[config.mk]
export PLATFORM = sky130hd
export DESIGN_NAME = write_rw
export DESIGN_NICKNAME = d
export VERILOG_FILES = /design/src/rtl/write_rw_pkg.sv /design/src/rtl/write_rw_slot_store.sv /design/src/rtl/write_rw.sv
export SDC_FILE = /design/constraint.sdc
export NUM_CORES = 2
export LEC_CHECK = 0
export CORE_AREA = 2 2 417 419
export DETAILED_ROUTE_END_ITERATION = 10
export DIE_AREA = 0 0 419 421
export GPL_TIMING_DRIVEN = 0
export PLACE_DENSITY = 0.84
export SYNTH_ARGS = -nofsm -noshare
export SYNTH_HDL_FRONTEND = slang
export SYNTH_HIERARCHICAL = 1
export SYNTH_SLANG_ARGS = --single-unit
[constraint.sdc]
create_clock -name clk -period 14.8 [get_ports clk]
set_clock_uncertainty 0.1 [all_clocks]
set_input_delay 1.48 -clock clk [delete_from_list [all_inputs] [get_ports clk]]
set_output_delay 1.48 -clock clk [all_outputs]
set_load 0.05 [all_outputs]
[src/rtl/write_rw_pkg.sv]
// Shared types, register map and helpers for the RW write-back stage.
// The optional statistics block is enabled by defining WRITE_RW_STATS_EN.
package write_rw_pkg;

  localparam int THREAD_W  = 4;
  localparam int RW_ARSIZE = 2;

  localparam logic [15:0] RW_BASE_ADDR       = 16'h0000;
  localparam logic [15:0] RW_WRITE_ERR       = 16'h0004;
  localparam logic [15:0] RW_WRITE_STAT_BASE = 16'h0010;

  typedef logic [THREAD_W-1:0] thread_id_t;
  typedef logic [THREAD_W-1:0] id_t;
  typedef logic [7:0]          cq_slice_slot_t;

  typedef struct packed {
    logic [31:0] ts;
    logic [15:0] locale;
    logic [7:0]  ttype;
  } task_t;

  typedef struct packed {
    task_t          task_desc;
    cq_slice_slot_t cq_slot;
    thread_id_t     thread;
    logic [31:0]    object;
    logic [31:0]    cache_addr;
  } rw_write_t;

  typedef struct packed {
    logic        wvalid;
    logic [15:0] waddr;
    logic [31:0] wdata;
    logic        arvalid;
    logic [15:0] araddr;
  } reg_bus_t;

  typedef struct packed {
    logic        rvalid;
    logic [31:0] rdata;
  } reg_rsp_t;

  function automatic logic [31:0] sat_inc(input logic [31:0] v);
    return (v == '1) ? v : v + 32'd1;
  endfunction

endpackage

[src/rtl/write_rw_slot_store.sv]
// Per-thread store of in-flight write tasks plus the pending bitmap that
// tracks which threads still await their B response.
module write_rw_slot_store
  import write_rw_pkg::*;
#(
  parameter int N_THREADS = 16
) (
  input  logic       clk,
  input  logic       rst,
  input  logic       i_set_en,
  input  thread_id_t i_set_idx,
  input  rw_write_t  i_set_data,
  input  logic       i_clr_en,
  input  thread_id_t i_clr_idx,
  input  thread_id_t i_lk_idx,
  output logic       o_lk_pending,
  input  thread_id_t i_rd_idx,
  output rw_write_t  o_rd_data,
  output logic       o_rd_pending
);

  logic [N_THREADS-1:0] r_pending;
  rw_write_t            r_slot [N_THREADS];

  // A set and a clear never target the same thread in one cycle: a set
  // requires the bit to be clear, a clear requires it to be set.
  always_ff @(posedge clk) begin
    if (rst) begin
      r_pending <= '0;
    end else begin
      if (i_clr_en) r_pending[i_clr_idx] <= 1'b0;
      if (i_set_en) r_pending[i_set_idx] <= 1'b1;
    end
  end

  always_ff @(posedge clk) begin
    if (i_set_en) r_slot[i_set_idx] <= i_set_data;
  end

  assign o_lk_pending = r_pending[i_lk_idx];
  assign o_rd_pending = r_pending[i_rd_idx];
  assign o_rd_data    = r_slot[i_rd_idx];

endmodule

[src/rtl/write_rw.sv]
// RW write-back stage: writes modified RW objects over AW/W/B and forwards
// completed tasks. Optional counters are enabled by WRITE_RW_STATS_EN.
module write_rw
  import write_rw_pkg::*;
#(
  parameter int N_THREADS = 16
) (
  input  logic         clk,
  input  logic         rst,
  input  logic         task_in_valid,
  output logic         task_in_ready,
  input  rw_write_t    task_in,
  input  logic         task_in_wr,
  output logic         awvalid,
  input  logic         awready,
  output logic [31:0]  awaddr,
  output id_t          awid,
  output logic         wvalid,
  input  logic         wready,
  output logic [511:0] wdata,
  output logic [63:0]  wstrb,
  input  logic         bvalid,
  output logic         bready,
  input  id_t          bid,
  output logic         task_out_valid,
  input  logic         task_out_ready,
  output rw_write_t    task_out,
  input  reg_bus_t     reg_bus,
  output reg_rsp_t     reg_rsp
);

  // Handshake rule for every channel: a transfer happens in a cycle where
  // valid and ready are both high; all valids and readies here are
  // combinational and may depend on the peer's signals of the same cycle.

  logic        r_aw_done;
  logic        r_w_done;
  logic [31:0] r_base;
  logic        r_err;
  reg_rsp_t    r_rsp;

  logic        w_in_pending;
  logic        w_b_pending;
  rw_write_t   w_b_task;
  logic        w_wr_req;
  logic        w_bypass_req;
  logic        w_wr_go;
  logic        w_aw_hs;
  logic        w_w_hs;
  logic        w_wr_accept;
  logic        w_b_act;
  logic        w_bypass_accept;
  logic [31:0] w_rdata;

  write_rw_slot_store #(
    .N_THREADS (N_THREADS)
  ) u_slot_store (
    .clk          (clk),
    .rst          (rst),
    .i_set_en     (w_wr_accept),
    .i_set_idx    (task_in.thread),
    .i_set_data   (task_in),
    .i_clr_en     (bready & w_b_pending),
    .i_clr_idx    (bid),
    .i_lk_idx     (task_in.thread),
    .o_lk_pending (w_in_pending),
    .i_rd_idx     (bid),
    .o_rd_data    (w_b_task),
    .o_rd_pending (w_b_pending)
  );

  // Registered pending bit blocks a same-thread write for the cycle its B
  // response retires, so the new write issues one cycle later.
  always_comb begin
    w_wr_req        = !rst & task_in_valid & task_in_wr;
    w_bypass_req    = !rst & task_in_valid & !task_in_wr;
    w_wr_go         = w_wr_req & !w_in_pending;
    awvalid         = w_wr_go & !r_aw_done;
    wvalid          = w_wr_go & !r_w_done;
    w_aw_hs         = awvalid & awready;
    w_w_hs          = wvalid & wready;
    w_wr_accept     = w_wr_go & (r_aw_done | w_aw_hs) & (r_w_done | w_w_hs);
    w_b_act         = !rst & bvalid;
    bready          = w_b_act & task_out_ready;
    w_bypass_accept = w_bypass_req & task_out_ready & !bvalid;
    task_in_ready   = w_wr_accept | w_bypass_accept;
    task_out_valid  = w_b_act ? w_b_pending : w_bypass_req;
    task_out        = w_b_act ? w_b_task : task_in;
  end

  assign awaddr = r_base + (32'(task_in.task_desc.locale) << RW_ARSIZE);
  assign awid   = task_in.thread;
  assign wdata  = {16{task_in.object}};
  assign wstrb  = 64'hF << {task_in.task_desc.locale[3:0], 2'b00};

  always_ff @(posedge clk) begin
    if (rst) begin
      r_aw_done <= 1'b0;
      r_w_done  <= 1'b0;
    end else if (w_wr_accept) begin
      r_aw_done <= 1'b0;
      r_w_done  <= 1'b0;
    end else begin
      if (w_aw_hs) r_aw_done <= 1'b1;
      if (w_w_hs)  r_w_done  <= 1'b1;
    end
  end

  // A response for a thread with nothing outstanding is drained and flagged.
  always_ff @(posedge clk) begin
    if (rst) begin
      r_err <= 1'b0;
    end else if (bready & !w_b_pending) begin
      r_err <= 1'b1;
    end
  end

  always_ff @(posedge clk) begin
    if (rst) begin
      r_base <= '0;
    end else if (reg_bus.wvalid && reg_bus.waddr == RW_BASE_ADDR) begin
      r_base <= reg_bus.wdata << 2;
    end
  end

`ifdef WRITE_RW_STATS_EN
  logic [31:0] r_n_writes;
  logic [31:0] r_n_bypass;
  logic [31:0] r_n_stall;
  logic        w_stat_clr;

  assign w_stat_clr = reg_bus.wvalid && reg_bus.waddr == RW_WRITE_STAT_BASE;

  always_ff @(posedge clk) begin
    if (rst || w_stat_clr) begin
      r_n_writes <= '0;
      r_n_bypass <= '0;
      r_n_stall  <= '0;
    end else begin
      if (w_wr_accept)                    r_n_writes <= sat_inc(r_n_writes);
      if (w_bypass_accept)                r_n_bypass <= sat_inc(r_n_bypass);
      if (task_in_valid & !task_in_ready) r_n_stall  <= sat_inc(r_n_stall);
    end
  end
`endif

  always_comb begin
    w_rdata = '0;
    if (reg_bus.araddr == RW_WRITE_ERR) begin
      w_rdata = {31'b0, r_err};
    end
`ifdef WRITE_RW_STATS_EN
    else if (reg_bus.araddr == RW_WRITE_STAT_BASE) begin
      w_rdata = r_n_writes;
    end else if (reg_bus.araddr == RW_WRITE_STAT_BASE + 16'd4) begin
      w_rdata = r_n_bypass;
    end else if (reg_bus.araddr == RW_WRITE_STAT_BASE + 16'd8) begin
      w_rdata = r_n_stall;
    end
`endif
  end

  always_ff @(posedge clk) begin
    if (rst) begin
      r_rsp <= '0;
    end else begin
      r_rsp.rvalid <= reg_bus.arvalid;
      r_rsp.rdata  <= w_rdata;
    end
  end

  assign reg_rsp = r_rsp;

endmodule

# Yosys cells after proc, flatten, opt, wreduce, memory -nomap -nowiden
# Memories as Yosys holds them, arrays and structs flattened.
# Index checks and enable logic that the tools add are counted.
# word_totals
inputBits	210
wordCells	67
regBits	82
ramBits	2112
out_inout_bits	782
memories	1
# memory_table
name	words	width	read_ports	rd_ports_with_merged_regs	write_ports	line_no	text
u_slot_store.r_slot	16	132	1	0	1	write_rw_slot_store.sv:23	rw_write_t r_slot [N_THREADS];
# op_classes
shifts	1
reduce_logical	13
n_addsub	1
bitwise	23
n_lt_le_gt_ge	4
mux	15
eq_ne	1
# op_table
cell	count
132-bit two-way mux	1
4-bit by 6-bit left shift with 64-bit output, first input constant	1
16-bit two-way mux	3
32-bit by 18-bit adder with 32-bit output	1
1-bit AND	16
16-bit AND	1
16-bit by 3-bit equality test with 1-bit output, second input constant	1
16-bit logical NOT	1
16-bit NOT	1
16-bit OR	1
4-bit by 5-bit < comparator with 1-bit output, second input constant	2
1-bit binary-select mux with 4-bit select	2
1-bit demux with 4-bit select	2
4-bit by 1-bit greater-or-equal comparator with 1-bit output, second input constant	2
1-bit logical NOT	7
1-bit two-way mux	7
2-bit OR reduction	2
1-bit logical AND	3
1-bit OR	3
1-bit NOT	1

# Longest topological paths before layout
# depth
ltp_word	11
mapped_depth	10
depth_no_buf	9

# Hierarchy
# Netlist, hierarchy kept.
# modules_own_cells
module	seq_area_each_um2	instances	cells_each	area_per_inst_um2
write_rw_slot_store	63741.1	1	3239	80485.9
write_rw	700.7	1	1097	8589.5

# Worst setup path before layout
# No wires, ideal clock.
# synth_path
path_type	input-to-reg
start	input task_in[65] in the netlist's numbering
end	memory u_slot_store/r_slot[12][0] in the netlist's numbering (enable)
setup_slack_ns	8.228
setup_time_ns	0.485
n_path_buf	0
t_arrival_ns	5.987
required_ns	14.215
cell_stages	7
cell_sequence	mux4_2 -> mux4_2 -> nand4bb_1 -> nor2_1 -> nor3b_1 -> nand3_1 -> inv_1
# synth_between
elab_chain_cells	11
elab_cells_between_ends	14
classes_between	mux (4); bitwise (9); reduce/logical (1)
# synth_rtl
item	line_no	text
start, declared	write_rw.sv:12	input rw_write_t task_in,
1-bit binary-select mux with 4-bit select *	write_rw_slot_store.sv:40	assign o_lk_pending = r_pending[i_lk_idx];
1-bit two-way mux (not written as such) *	write_rw_slot_store.sv:40	
via w_in_pending	write_rw.sv:42	logic w_in_pending;
1-bit logical NOT *	write_rw.sv:77	w_wr_go = w_wr_req & !w_in_pending;
1-bit AND *	write_rw.sv:77	
1-bit AND	write_rw.sv:78	awvalid = w_wr_go & !r_aw_done;
1-bit AND	write_rw.sv:80	w_aw_hs = awvalid & awready;
1-bit OR	write_rw.sv:82	w_wr_accept = w_wr_go & (r_aw_done | w_aw_hs) & (r_w_done | w_w_hs);
1-bit AND	write_rw.sv:82	
1-bit AND *	write_rw.sv:82	
via w_wr_accept	write_rw.sv:50	logic w_wr_accept;
1-bit two-way mux *	write_rw_slot_store.sv:37	if (i_set_en) r_slot[i_set_idx] <= i_set_data;
1-bit two-way mux (not written as such) *	write_rw_slot_store.sv:37	
end, declared	write_rw_slot_store.sv:23	
# Mark *: on every way through the listed nets, which the timed path passes. The rest lies on a longest branch. The select of a mux whose other input is x is not followed.

==> flow_summary_export.csv <==
group,metric,value,unit
sta,final.period_utilization,51.8,%
worst_setup_path,end_kind,"output pin",
synthesis,ys.flop_type,"edfxtp_1",
clocking,clock_path_buffers,3,
floorplanning,rows,153,
clocking,clock-sinks,2163,
drt,routed_wl,255,mm
grt,top_usage_layer,"met2",
grt,grt_antenna_before_repair,43,
drt,drc,0,
clocking,htreeDepth,4,
place,place_congestion,0.849,
grt,grt_pass1_vias,49365,
outcome,status,"finished clean",
floorplanning,fp.dieH,421,microns
clocking,holdBufCountCts,0,
floorplanning,die_x,419,microns
floorplanning,core,0.172,sq mm
worst_hold_path,hp-class,"reg -> reg",
synthesis,synth_edf_count,2112,
worst_setup_path,required,13.22,ns
layout,nFillCells,11245,
sta,worst_hold_slack,0.347,ns
synthesis,synth.most_common_cell,"edfxtp_1",
drt,drtIter0Drc,6596,
drt,postRouteAntennaNets,0,
layout,area_growth,21.8,%
sta,timing.final.max_slew_violations,0,
sta,min_period,7.67,ns
sta,worstMarginPinSlew,1.41,ns
grt,use_met1,34.9,%
floorplanning,start_util,51.6,%
synthesis,yosys.area.top_type,"edfxtp_1",
flow_run,drv_cap,0,
power,power_leakage,0.0359,uW
grt,grt_start_max_net_pins,86,
power,powerDensity,121,mW/mm^2
synthesis,netlist_instances,4336,
grt,use_met3,6.17,%
synthesis,synth_top_cell_area_share,71.2,%
drt,drtPass1Iterations,5,
sta,hold_violations,0,
synthesis,yosys_warnings,6,
drt,route.vias.total,49581,
synthesis,ys_seq_area_share,72.3,%
power,ir_drop,0.134,mV
worst_setup_path,r2r_slack,9.66,ns
sta,rsz0062_at_grt,"false",
drt,routedWlPerCell,31.6,microns
worst_setup_path,cp_data_arrival_time,6.09,ns
clocking,cts_setup_buffers,0,
place,port_buffers,956,
synthesis,syn_area,0.0891,sq mm
clocking,cts_made_buffers,202,
place,dp_hpwl,145,mm
grt,grt_overflow_total,0,
power,finalPower,13100,uW
clocking,cts_tree,"yes",
synthesis,yosys-top-cells-count,"2112 x edfxtp_1, 639 x buf_4, 598 x mux4_2, 131 x mux2_2, 117 x a21oi_1",
sta,finalSetupTns,0,ns
layout,final_cells,8058,
synthesis,synth_cell_types,59,
synthesis,synthArstFlopShare,0,%
floorplanning,dieArea,0.176,sq mm
layout,multiInputGateArea,0.0191,sq mm
clocking,clock_latency,0.84,ns
layout,layout-drive-gt1-share,30.9,%
layout,seq_area,0.0644,sq mm
grt,grtUsageMet2,48.4,%
clocking,cts.clk_slew.worst_paths,0.06,ns
floorplanning,io_pins,992,
place,dpl.cell_count,7665,
clocking,cts_root_buf,"clkbuf_16",
grt,grt_pass1_wl,355,mm
worst_setup_path,start_kind,"input port",
sta,setup_viol,0,
synthesis,synth_area_leaders,"edfxtp_1 71%, mux4_2 15%, buf_4 5.4%",
synthesis,synth.avg_cell_area,20.5,sq um
drt,via_per_inst,6.15,
synthesis,synth-seq-cells,2163,
sta,relSlewSlack,5.81,%
clocking,cts_resized,0,
grt,grt.total_usage,28.4,%
worst_setup_path,crit_path_max_fanout,10,
layout,nNetsFinal,5771,
sta,fmax,130,MHz
worst_setup_path,path_class,"in -> out",
metal layers:
layer	wire length, microns	part of all wire [%]
met5	144	0.057
met2	130000	51
met1	84900	33
met3	27800	11
met4	11800	4.6
cell usage in the layout, fill, tap and decap left out, drive strengths merged, types with 2 or more instances in the layout:
| cell type | count |
|---|---|
| clkbuf | 326 |
| edfxtp | 2112 |
| diode | 22 |
| dfxtp | 51 |
| xor2 | 7 |
| nand3b | 2 |
| mux2i | 80 |
| nor2 | 27 |
| nand2b | 10 |
| nand3 | 16 |
| buf | 742 |
| a31oi | 3 |
| inv | 34 |
| a21oi | 117 |
| o211ai | 2 |
| nand2 | 110 |
| clkinv | 93 |
| nand4 | 8 |
| clkdlybuf4s50 | 952 |
| nor3 | 9 |
| mux2 | 131 |
| o21bai | 3 |
| mux4 | 598 |
| a211oi | 47 |
| o221ai | 20 |
| conb | 33 |
| o21ai | 27 |
| and3 | 8 |
| ha | 16 |
| bufinv | 7 |
| o22ai | 13 |
| nor4 | 9 |
| nand4bb | 2 |
| xnor2 | 21 |
| clkinvlp | 8 |
| nor2b | 50 |
| a21o | 2 |
report_power, final:
| part | leakage, uW | internal (uW) | switching (uW) |
|---|---|---|---|
| sequential | 0.0194 | 6730 | 2.57 |
| combinational | 0.0135 | 563 | 914 |
| clock | 0.00303 | 2670 | 2270 |
| total | 0.0359 | 9960 | 3190 |
cells by family (layout without fill, tap and decap cells):
logic type               after synthesis  in the layout  share of synthesized area (%)
flip-flops                          2163           2163                           72.3
buffers and inverters                819           2162                           6.34
multiplexers                         809            809                           17.7
AND/OR/NAND/NOR                      260            260                           1.47
AO/OA/AOI/OAI                        239            239                           1.64
XOR/XNOR                              28             28                          0.275
adder cells (fa/ha/maj)               17             17                          0.247
other                                  1             55                        0.00421
registers in the layout, indices dropped and copies added (netlist names):
name / count
u_slot_store/r_slot: 2112
r_base: 30
u_slot_store/r_pending: 16
reg_rsp: 2
r_aw_done: 1
r_err: 1
r_w_done: 1
path summary, 6_finish.rpt:
kind / start / depth (start not counted) / endpoint
setup / recovery: bid[1] / 8 / task_out[102]
hold / removal: r_err / 2 / reg_rsp[0]
setup reg to reg: u_slot_store/r_pending[11] / 8 / u_slot_store/r_slot[12][38]
hold reg to reg: r_err / 2 / reg_rsp[0]
through the flow:
step	area [sq um]	util [%]	setup slack (ns)
after CTS	108000	62.9	7.15
after detailed placement	102000	59.3	6.96
after global placement	102000	58.9	2.54
after global routing	109000	62.9	7.16
final	109000	62.9	7.13
after floorplan	89200	-	8.23
final cells by class:
cell class	instances	area share, %
flip-flops and latches	2163	59.4
well taps	2325	2.68
diodes	22	0.0507
plain buffers	793	5.11
repair buffers	972	9.21
multi-input cells	1386	17.6
clock buffers	255	4.87
clock inverters	116	0.883
inverters	26	0.201
worst max-delay path, stage by stage:
cell             delay, ns
clkdlybuf4s50_1       0.61
buf_2                 0.31
clkbuf_1              0.73
clkbuf_1              0.93
mux4_2                0.44
mux4_2                0.48
mux2_2                0.35
clkdlybuf4s50_1       0.75
No activity file was read; power rests on OpenSTA's default activity.
